**config.mk**
```make
export PLATFORM = sky130hd
export DESIGN_NAME = mem_stage_ctrl_flat
export DESIGN_NICKNAME = d
export VERILOG_FILES = /design/src/rtl/mips_pkg.sv /design/src/rtl/mem_stage_ctrl_if.sv /design/src/rtl/mem_stage_ctrl_wb_reg.sv /design/src/rtl/mem_stage_ctrl.sv /design/src/flat_wrapper.sv
export SDC_FILE = /design/constraint.sdc
export NUM_CORES = 1
export LEC_CHECK = 0
export ABC_AREA = 1
export CAP_MARGIN = 20
export CORE_AREA = 2 2 134 136
export DETAILED_ROUTE_END_ITERATION = 8
export DIE_AREA = 0 0 136 138
export HOLD_SLACK_MARGIN = 0.1
export PLACE_DENSITY = 0.65
export SLEW_MARGIN = 20
export SYNTH_ARGS = -nofsm -noshare
export SYNTH_HDL_FRONTEND = slang
export SYNTH_SLANG_ARGS = --single-unit
export TNS_END_PERCENT = 5
```
**constraint.sdc**
```tcl
create_clock -name clk -period 3.4 [get_ports clk]
set_input_delay 1.02 -clock clk [delete_from_list [all_inputs] [get_ports clk]]
set_output_delay 1.02 -clock clk [all_outputs]
set_load 0.05 [all_outputs]
```
**src/rtl/mips_pkg.sv**
```systemverilog
// Shared MEM-stage types: FSM state encoding, datapath widths and the
// MEM/WB payload record.
package mips_pkg;

   localparam int unsigned WORD_W    = 32;
   localparam int unsigned REG_IDX_W = 5;

   typedef enum logic [1:0] {
      ST_IDLE   = 2'd0,
      ST_ACCESS = 2'd1,
      ST_DONE   = 2'd2
   } mem_state_e;

   typedef struct packed {
      logic                 reg_write;
      logic                 mem_to_reg;
      logic [WORD_W-1:0]    alu_out;
      logic [WORD_W-1:0]    rd_data;
      logic [REG_IDX_W-1:0] wn;
   } mem_wb_t;

   // Word accesses must be 4-byte aligned.
   function automatic logic is_misaligned(input logic [WORD_W-1:0] addr);
      return addr[1:0] != 2'b00;
   endfunction

endpackage

```
**src/rtl/mem_stage_ctrl_if.sv**
```systemverilog
// Data-memory request/acknowledge bus between the MEM stage and memory.
interface mem_stage_ctrl_if;
   import mips_pkg::*;

   logic              dmem_req;
   logic              dmem_we;
   logic [WORD_W-1:0] dmem_addr;
   logic [WORD_W-1:0] dmem_wdata;
   logic [WORD_W-1:0] dmem_rdata;
   logic              dmem_ack;

   modport master (
      output dmem_req, dmem_we, dmem_addr, dmem_wdata,
      input  dmem_rdata, dmem_ack
   );

   modport slave (
      input  dmem_req, dmem_we, dmem_addr, dmem_wdata,
      output dmem_rdata, dmem_ack
   );

endinterface

```
**src/rtl/mem_stage_ctrl_wb_reg.sv**
```systemverilog
// MEM/WB pipeline register: captures the payload when load is high,
// otherwise inserts an all-zero bubble.
module mem_wb_reg
   import mips_pkg::*;
(
   input  logic    clk,
   input  logic    reset,
   input  logic    load,
   input  mem_wb_t payload_i,
   output mem_wb_t payload_o
);

   mem_wb_t payload_d;
   mem_wb_t payload_q;

   // Select captured payload or bubble.
   always_comb begin
      payload_d = '0;
      if (load) begin
         payload_d = payload_i;
      end
   end

   // Payload register with synchronous reset.
   always_ff @(posedge clk) begin
      if (reset) begin
         payload_q <= '0;
      end else begin
         payload_q <= payload_d;
      end
   end

   assign payload_o = payload_q;

endmodule

```
**src/rtl/mem_stage_ctrl.sv**
```systemverilog
// MEM stage: data-memory access FSM, pipeline stall, branch/jump redirect
// and the MEM/WB payload register.
module mem_stage_ctrl
   import mips_pkg::*;
#(
   parameter int unsigned MAX_WAIT = 16,
   parameter int unsigned CNT_W    = 5
) (
   input  logic                 clk,
   input  logic                 reset,
   input  logic                 BranchMEM,
   input  logic                 MemReadMEM,
   input  logic                 MemWriteMEM,
   input  logic                 RegWriteMEM,
   input  logic                 MemtoRegMEM,
   input  logic                 JumpMEM,
   input  logic                 ZeroMEM,
   input  logic [WORD_W-1:0]    b_tgtMEM,
   input  logic [WORD_W-1:0]    jump_addrMEM,
   input  logic [WORD_W-1:0]    alu_outMEM,
   input  logic [WORD_W-1:0]    rfile_rd2MEM,
   input  logic [REG_IDX_W-1:0] rfile_wnMEM,
   mem_stage_ctrl_if.master     dmem,
   output logic                 en_pipe,
   output logic                 PCSrc,
   output logic [WORD_W-1:0]    pc_tgt,
   output logic                 flush,
   output logic                 RegWriteWB,
   output logic                 MemtoRegWB,
   output logic [WORD_W-1:0]    alu_outWB,
   output logic [WORD_W-1:0]    rd_dataWB,
   output logic [REG_IDX_W-1:0] rfile_wnWB,
   output logic                 mem_err
);

   mem_state_e        state_d,   state_q;
   logic [CNT_W-1:0]  cnt_d,     cnt_q;
   logic [WORD_W-1:0] hold_d,    hold_q;
   logic              acc_err_d, acc_err_q;
   logic              mem_err_d, mem_err_q;

   logic    mem_op;
   logic    wb_load;
   mem_wb_t wb_in;
   mem_wb_t wb_out;

   assign mem_op = MemReadMEM | MemWriteMEM;

   // Next-state, stall and bubble decode for the access FSM.
   always_comb begin
      state_d   = state_q;
      cnt_d     = cnt_q;
      hold_d    = hold_q;
      acc_err_d = acc_err_q;
      mem_err_d = mem_err_q;
      en_pipe   = 1'b1;
      wb_load   = 1'b1;
      case (state_q)
         ST_IDLE: begin
            if (mem_op) begin
               en_pipe   = 1'b0;
               wb_load   = 1'b0;
               cnt_d     = '0;
               acc_err_d = 1'b0;
               if (is_misaligned(alu_outMEM)) begin
                  mem_err_d = 1'b1;
                  acc_err_d = 1'b1;
                  hold_d    = '0;
                  state_d   = ST_DONE;
               end else begin
                  state_d   = ST_ACCESS;
               end
            end
         end
         ST_ACCESS: begin
            en_pipe = 1'b0;
            wb_load = 1'b0;
            if (dmem.dmem_ack) begin
               hold_d  = dmem.dmem_rdata;
               state_d = ST_DONE;
            end else if (cnt_q == CNT_W'(MAX_WAIT - 1)) begin
               mem_err_d = 1'b1;
               acc_err_d = 1'b1;
               hold_d    = '0;
               state_d   = ST_DONE;
            end else begin
               cnt_d = cnt_q + CNT_W'(1);
            end
         end
         ST_DONE: begin
            cnt_d   = '0;
            state_d = ST_IDLE;
         end
         default: begin
            state_d = ST_IDLE;
         end
      endcase
   end

   // FSM state, wait counter, load-data hold and error flags.
   always_ff @(posedge clk) begin
      if (reset) begin
         state_q   <= ST_IDLE;
         cnt_q     <= '0;
         hold_q    <= '0;
         acc_err_q <= 1'b0;
         mem_err_q <= 1'b0;
      end else begin
         state_q   <= state_d;
         cnt_q     <= cnt_d;
         hold_q    <= hold_d;
         acc_err_q <= acc_err_d;
         mem_err_q <= mem_err_d;
      end
   end

   // A failed access retires without writing the register file.
   always_comb begin
      wb_in            = '0;
      wb_in.reg_write  = RegWriteMEM & ~((state_q == ST_DONE) & acc_err_q);
      wb_in.mem_to_reg = MemtoRegMEM;
      wb_in.alu_out    = alu_outMEM;
      wb_in.rd_data    = hold_q;
      wb_in.wn         = rfile_wnMEM;
   end

   mem_wb_reg u_mem_wb_reg (
      .clk       (clk),
      .reset     (reset),
      .load      (wb_load),
      .payload_i (wb_in),
      .payload_o (wb_out)
   );

   assign RegWriteWB = wb_out.reg_write;
   assign MemtoRegWB = wb_out.mem_to_reg;
   assign alu_outWB  = wb_out.alu_out;
   assign rd_dataWB  = wb_out.rd_data;
   assign rfile_wnWB = wb_out.wn;
   assign mem_err    = mem_err_q;

   assign dmem.dmem_req   = (state_q == ST_ACCESS);
   assign dmem.dmem_we    = (state_q == ST_ACCESS) & MemWriteMEM;
   assign dmem.dmem_addr  = alu_outMEM;
   assign dmem.dmem_wdata = rfile_rd2MEM;

   assign PCSrc  = en_pipe & (JumpMEM | (BranchMEM & ZeroMEM));
   assign flush  = PCSrc;
   assign pc_tgt = JumpMEM ? jump_addrMEM : b_tgtMEM;

endmodule
```
**src/flat_wrapper.sv**
```systemverilog
// flat-port wrapper written by rule: the top's interface ports become plain ports
module mem_stage_ctrl_flat import mips_pkg::*;
#(
   parameter int unsigned MAX_WAIT = 16,
   parameter int unsigned CNT_W    = 5
)
  (clk, reset, BranchMEM, MemReadMEM, MemWriteMEM, RegWriteMEM, MemtoRegMEM, JumpMEM, ZeroMEM, b_tgtMEM, jump_addrMEM, alu_outMEM, rfile_rd2MEM, rfile_wnMEM, en_pipe, PCSrc, pc_tgt, flush, RegWriteWB, MemtoRegWB, alu_outWB, rd_dataWB, rfile_wnWB, mem_err, dmem_dmem_req, dmem_dmem_we, dmem_dmem_addr, dmem_dmem_wdata, dmem_dmem_rdata, dmem_dmem_ack);
  mem_stage_ctrl_if dmem_i ();
  input  logic clk;
  input  logic reset;
  input  logic BranchMEM;
  input  logic MemReadMEM;
  input  logic MemWriteMEM;
  input  logic RegWriteMEM;
  input  logic MemtoRegMEM;
  input  logic JumpMEM;
  input  logic ZeroMEM;
  input  logic [WORD_W-1:0] b_tgtMEM;
  input  logic [WORD_W-1:0] jump_addrMEM;
  input  logic [WORD_W-1:0] alu_outMEM;
  input  logic [WORD_W-1:0] rfile_rd2MEM;
  input  logic [REG_IDX_W-1:0] rfile_wnMEM;
  output logic en_pipe;
  output logic PCSrc;
  output logic [WORD_W-1:0] pc_tgt;
  output logic flush;
  output logic RegWriteWB;
  output logic MemtoRegWB;
  output logic [WORD_W-1:0] alu_outWB;
  output logic [WORD_W-1:0] rd_dataWB;
  output logic [REG_IDX_W-1:0] rfile_wnWB;
  output logic mem_err;
  output wire logic [$bits(dmem_i.dmem_req)-1:0] dmem_dmem_req;
  output wire logic [$bits(dmem_i.dmem_we)-1:0] dmem_dmem_we;
  output wire logic [$bits(dmem_i.dmem_addr)-1:0] dmem_dmem_addr;
  output wire logic [$bits(dmem_i.dmem_wdata)-1:0] dmem_dmem_wdata;
  input wire logic [$bits(dmem_i.dmem_rdata)-1:0] dmem_dmem_rdata;
  input wire logic [$bits(dmem_i.dmem_ack)-1:0] dmem_dmem_ack;
  assign dmem_dmem_req = dmem_i.dmem_req;
  assign dmem_dmem_we = dmem_i.dmem_we;
  assign dmem_dmem_addr = dmem_i.dmem_addr;
  assign dmem_dmem_wdata = dmem_i.dmem_wdata;
  assign dmem_i.dmem_rdata = dmem_dmem_rdata;
  assign dmem_i.dmem_ack = dmem_dmem_ack;
  mem_stage_ctrl #(.MAX_WAIT(MAX_WAIT), .CNT_W(CNT_W)) u_core (.clk(clk), .reset(reset), .BranchMEM(BranchMEM), .MemReadMEM(MemReadMEM), .MemWriteMEM(MemWriteMEM), .RegWriteMEM(RegWriteMEM), .MemtoRegMEM(MemtoRegMEM), .JumpMEM(JumpMEM), .ZeroMEM(ZeroMEM), .b_tgtMEM(b_tgtMEM), .jump_addrMEM(jump_addrMEM), .alu_outMEM(alu_outMEM), .rfile_rd2MEM(rfile_rd2MEM), .rfile_wnMEM(rfile_wnMEM), .dmem(dmem_i), .en_pipe(en_pipe), .PCSrc(PCSrc), .pc_tgt(pc_tgt), .flush(flush), .RegWriteWB(RegWriteWB), .MemtoRegWB(MemtoRegWB), .alu_outWB(alu_outWB), .rd_dataWB(rd_dataWB), .rfile_wnWB(rfile_wnWB), .mem_err(mem_err));
endmodule
```
==> flow_metrics.py <==
metrics = {
    "sta": {
        "grt_setup_unrepaired": "no",
        "setup_violations": 0,
        "max_slew_margin_pct": 63.0,
        "max_slew.worst_pin.slew_ns": 0.554,
        "holdWs_ns": 0.426,
        "maxSlewViolCount": 0,
        "timing.fmax_mhz": 302,
        "finClkSkew_ns": 0.00680,
        "fin_crit_sh_pct": 97.5,
        "hold_viol_final": 0,
        "period_minus_slack_ns": 3.32,
        "fin_tns_setup_ns": 0,
    },
    "pwr": {
        "p_per_area_mw_per_mm2": 445,
        "power.leakage_nw": 3.65,
        "vdd_drop_max_uv": 230,
    },
    "setup_path": {
        "start_kind": "input pin",
        "cpMostUsedCell": "buf_12",
        "cp.required_ns": 2.38,
        "critPathCaptureType": "output pin",
        "worst_path_largest_cell_delay_ns": 0.50,
        "arrival_ns": 2.30,
        "crit_type": "input pin to output pin",
        "crit_chain": "clkdlybuf4s50_1, buf_12, mux2_2, buf_12",
        "cp_slowest_cell": "clkdlybuf4s50_1",
        "cp_max_fo": 33,
    },
    "floorplan": {
        "die_h_um": 138,
        "design.core.area_mm2": 0.0175,
        "die_w_um": 136,
        "start_util_pct": 27.4,
        "ioPinCount": 348,
        "fp.dieArea_mm2": 0.0188,
        "rows": 49,
    },
    "cells_and_area": {
        "multi_input_area_mm2": 0.00163,
        "mostFrequentLayoutCell": "clkdlybuf4s50_1",
        "n_fill_cell": 1663,
        "final_cell_mix": "clkdlybuf4s50_1 (214), nor2_1 (166), nand2_1 (113)",
        "drive_above_1_share_pct": 15.9,
        "area_growth_syn_to_layout_pct": 74.6,
        "seq_area_mm2": 0.00224,
        "n_antenna_cell": 0,
        "nets": 1023,
    },
    "placement": {
        "place_congestion": 0.856,
        "dp_hpwl_mm": 12.5,
        "port_buffers": 283,
    },
    "clock_tree": {
        "htreeDepth": 3,
        "clock_latency_ns": 0.35,
        "cts_root_buf": "clkbuf_16",
        "cts_made_buffers": 9,
        "clockBufferDepth": 2,
        "path_clk_slew_ns": 0.07,
        "cts_tree": "built",
        "clock_sinks": 112,
    },
    "global_route": {
        "grt_start_max_net_pins": 71,
        "antenna_found_initial": 0,
        "grt_usage_pct": 16.4,
        "grt-ovfl-total": 0,
        "grt_pass1_wl_mm": 23.5,
        "grt_pass1_vias": 4288,
    },
    "routing": {
        "drc": 0,
        "viasPerCell": 4.10,
        "met3_length_mm": 1.74,
        "top_layer_used": "met4",
        "wl_per_cell_um": 14.4,
        "wl_met1_mm": 5.28,
        "vias": 4424,
        "drtAntennaViolNets": 0,
        "initialDrtViolationCount": 187,
        "wl_met2_mm": 8.02,
        "drt_wl_total_mm": 15.6,
        "first_pass_iters": 5,
    },
    "run_status": {
        "status": "finished clean",
    },
    "min_path": {
        "hold_class": "flip-flop to flip-flop",
    },
    "yosys": {
        "ys_types": 21,
        "synth.net_count": 811,
        "synth_top_area_share_pct": 46.6,
        "ys_top_cells_by_area": "dfxtp_1 (47%), nor2_1 (13%), buf_4 (11%)",
        "synth.avg_cell_area_um2": 7.59,
        "seq_area_frac_synth_pct": 46.6,
        "ys_ff_latch": 112,
        "ys_warn_count": 0,
        "synth_area_leader_cell": "dfxtp_1",
        "synth_area_mm2": 0.00481,
        "postSynthCellCount": 634,
    },
    "flow_run": {
        "timing.max_cap.violations": 0,
    },
}
-- path summary, 6_finish.rpt --
| check | from | end | slack, ns | cells after the start |
|---|---|---|---|---|
| setup / recovery | JumpMEM | pc_tgt[16] | 0.08 | 4 |
| hold / removal | u_core.hold_q[23] | u_core.u_mem_wb_reg.payload_o[28] | 0.43 | 2 |
| setup reg to reg | u_core.cnt_q[0] | u_core.hold_q[24] | 1.42 | 11 |
| hold reg to reg | u_core.hold_q[23] | u_core.u_mem_wb_reg.payload_o[28] | 0.43 | 2 |
-- metal layers --
layer	up-vias	global-route usage (%)
met5	-	0
met4	0	7.29
met3	30	6.34
met2	251	30.1
met1	1913	16.2
li1	2230	-
-- flip-flops by register name, summed over array words and instances, names as in the netlist --
signal / cells
u_core.hold_q: 32
u_core.state_q: 2
u_core.mem_err: 1
u_core.acc_err_q: 1
u_core.u_mem_wb_reg.payload_o: 71
u_core.cnt_q: 5
-- repair_timing --
action | CTS | global route
hold buffers | 0 | 0
buffers inserted | 0 | 0
endpoints found under the setup margin | 0 | 2
gates resized for setup | 0 | 1
-- synth_stat cells, drive strengths merged --
library cell  number
ha                 2
a21oi              9
o21ai              3
dfxtp            112
buf               86
inv               85
nand3             10
clkbuf             5
a31oi              1
nand2            117
mux2              32
nand4              1
nor2             171
-- area by class of cell --
class	count	area share [%]
repair buffers	292	43.1
clock inverters	3	0.566
multi-input cells	346	19.4
clock buffers	13	3.10
flip-flops and latches	112	26.7
well taps	229	3.41
inverters	85	3.80
-- report_power, final --
| group | total [mW] | switching [mW] | internal, mW | leakage, nW |
|---|---|---|---|---|
| sequential | 1.43 | 0.0294 | 1.40 | 0.915 |
| combinational | 1.21 | 0.672 | 0.539 | 2.59 |
| clock | 1.09 | 0.478 | 0.617 | 0.150 |
-- critical path, delay by kind of cell --
kind                   cells  cell delay, ns
buffers and inverters      3            0.88
muxes                      1            0.39
-- cells by family after synthesis --
logic type | synth area share, %
buf+inv | 19.7
fa+ha+maj | 0.520
flops | 46.6
simple gates | 24.3
compound gates | 1.38
mux | 7.49
-- stage by stage --
step                      utilization (%)  area (µm²)  power, mW  cells  setup slack (ns)
after floorplan                         -        4810       2.23    634            0.0363
after global placement               46.1        8090       2.68   1064            0.0861
after detailed placement             46.1        8090       2.69   1064            0.0509
after CTS                            47.9        8400       3.80   1080            0.0467
after global routing                 47.9        8400       3.92   1080            0.0269
final                                47.9        8400       3.74   1080            0.0844
(Power assumes the default switching activity.)
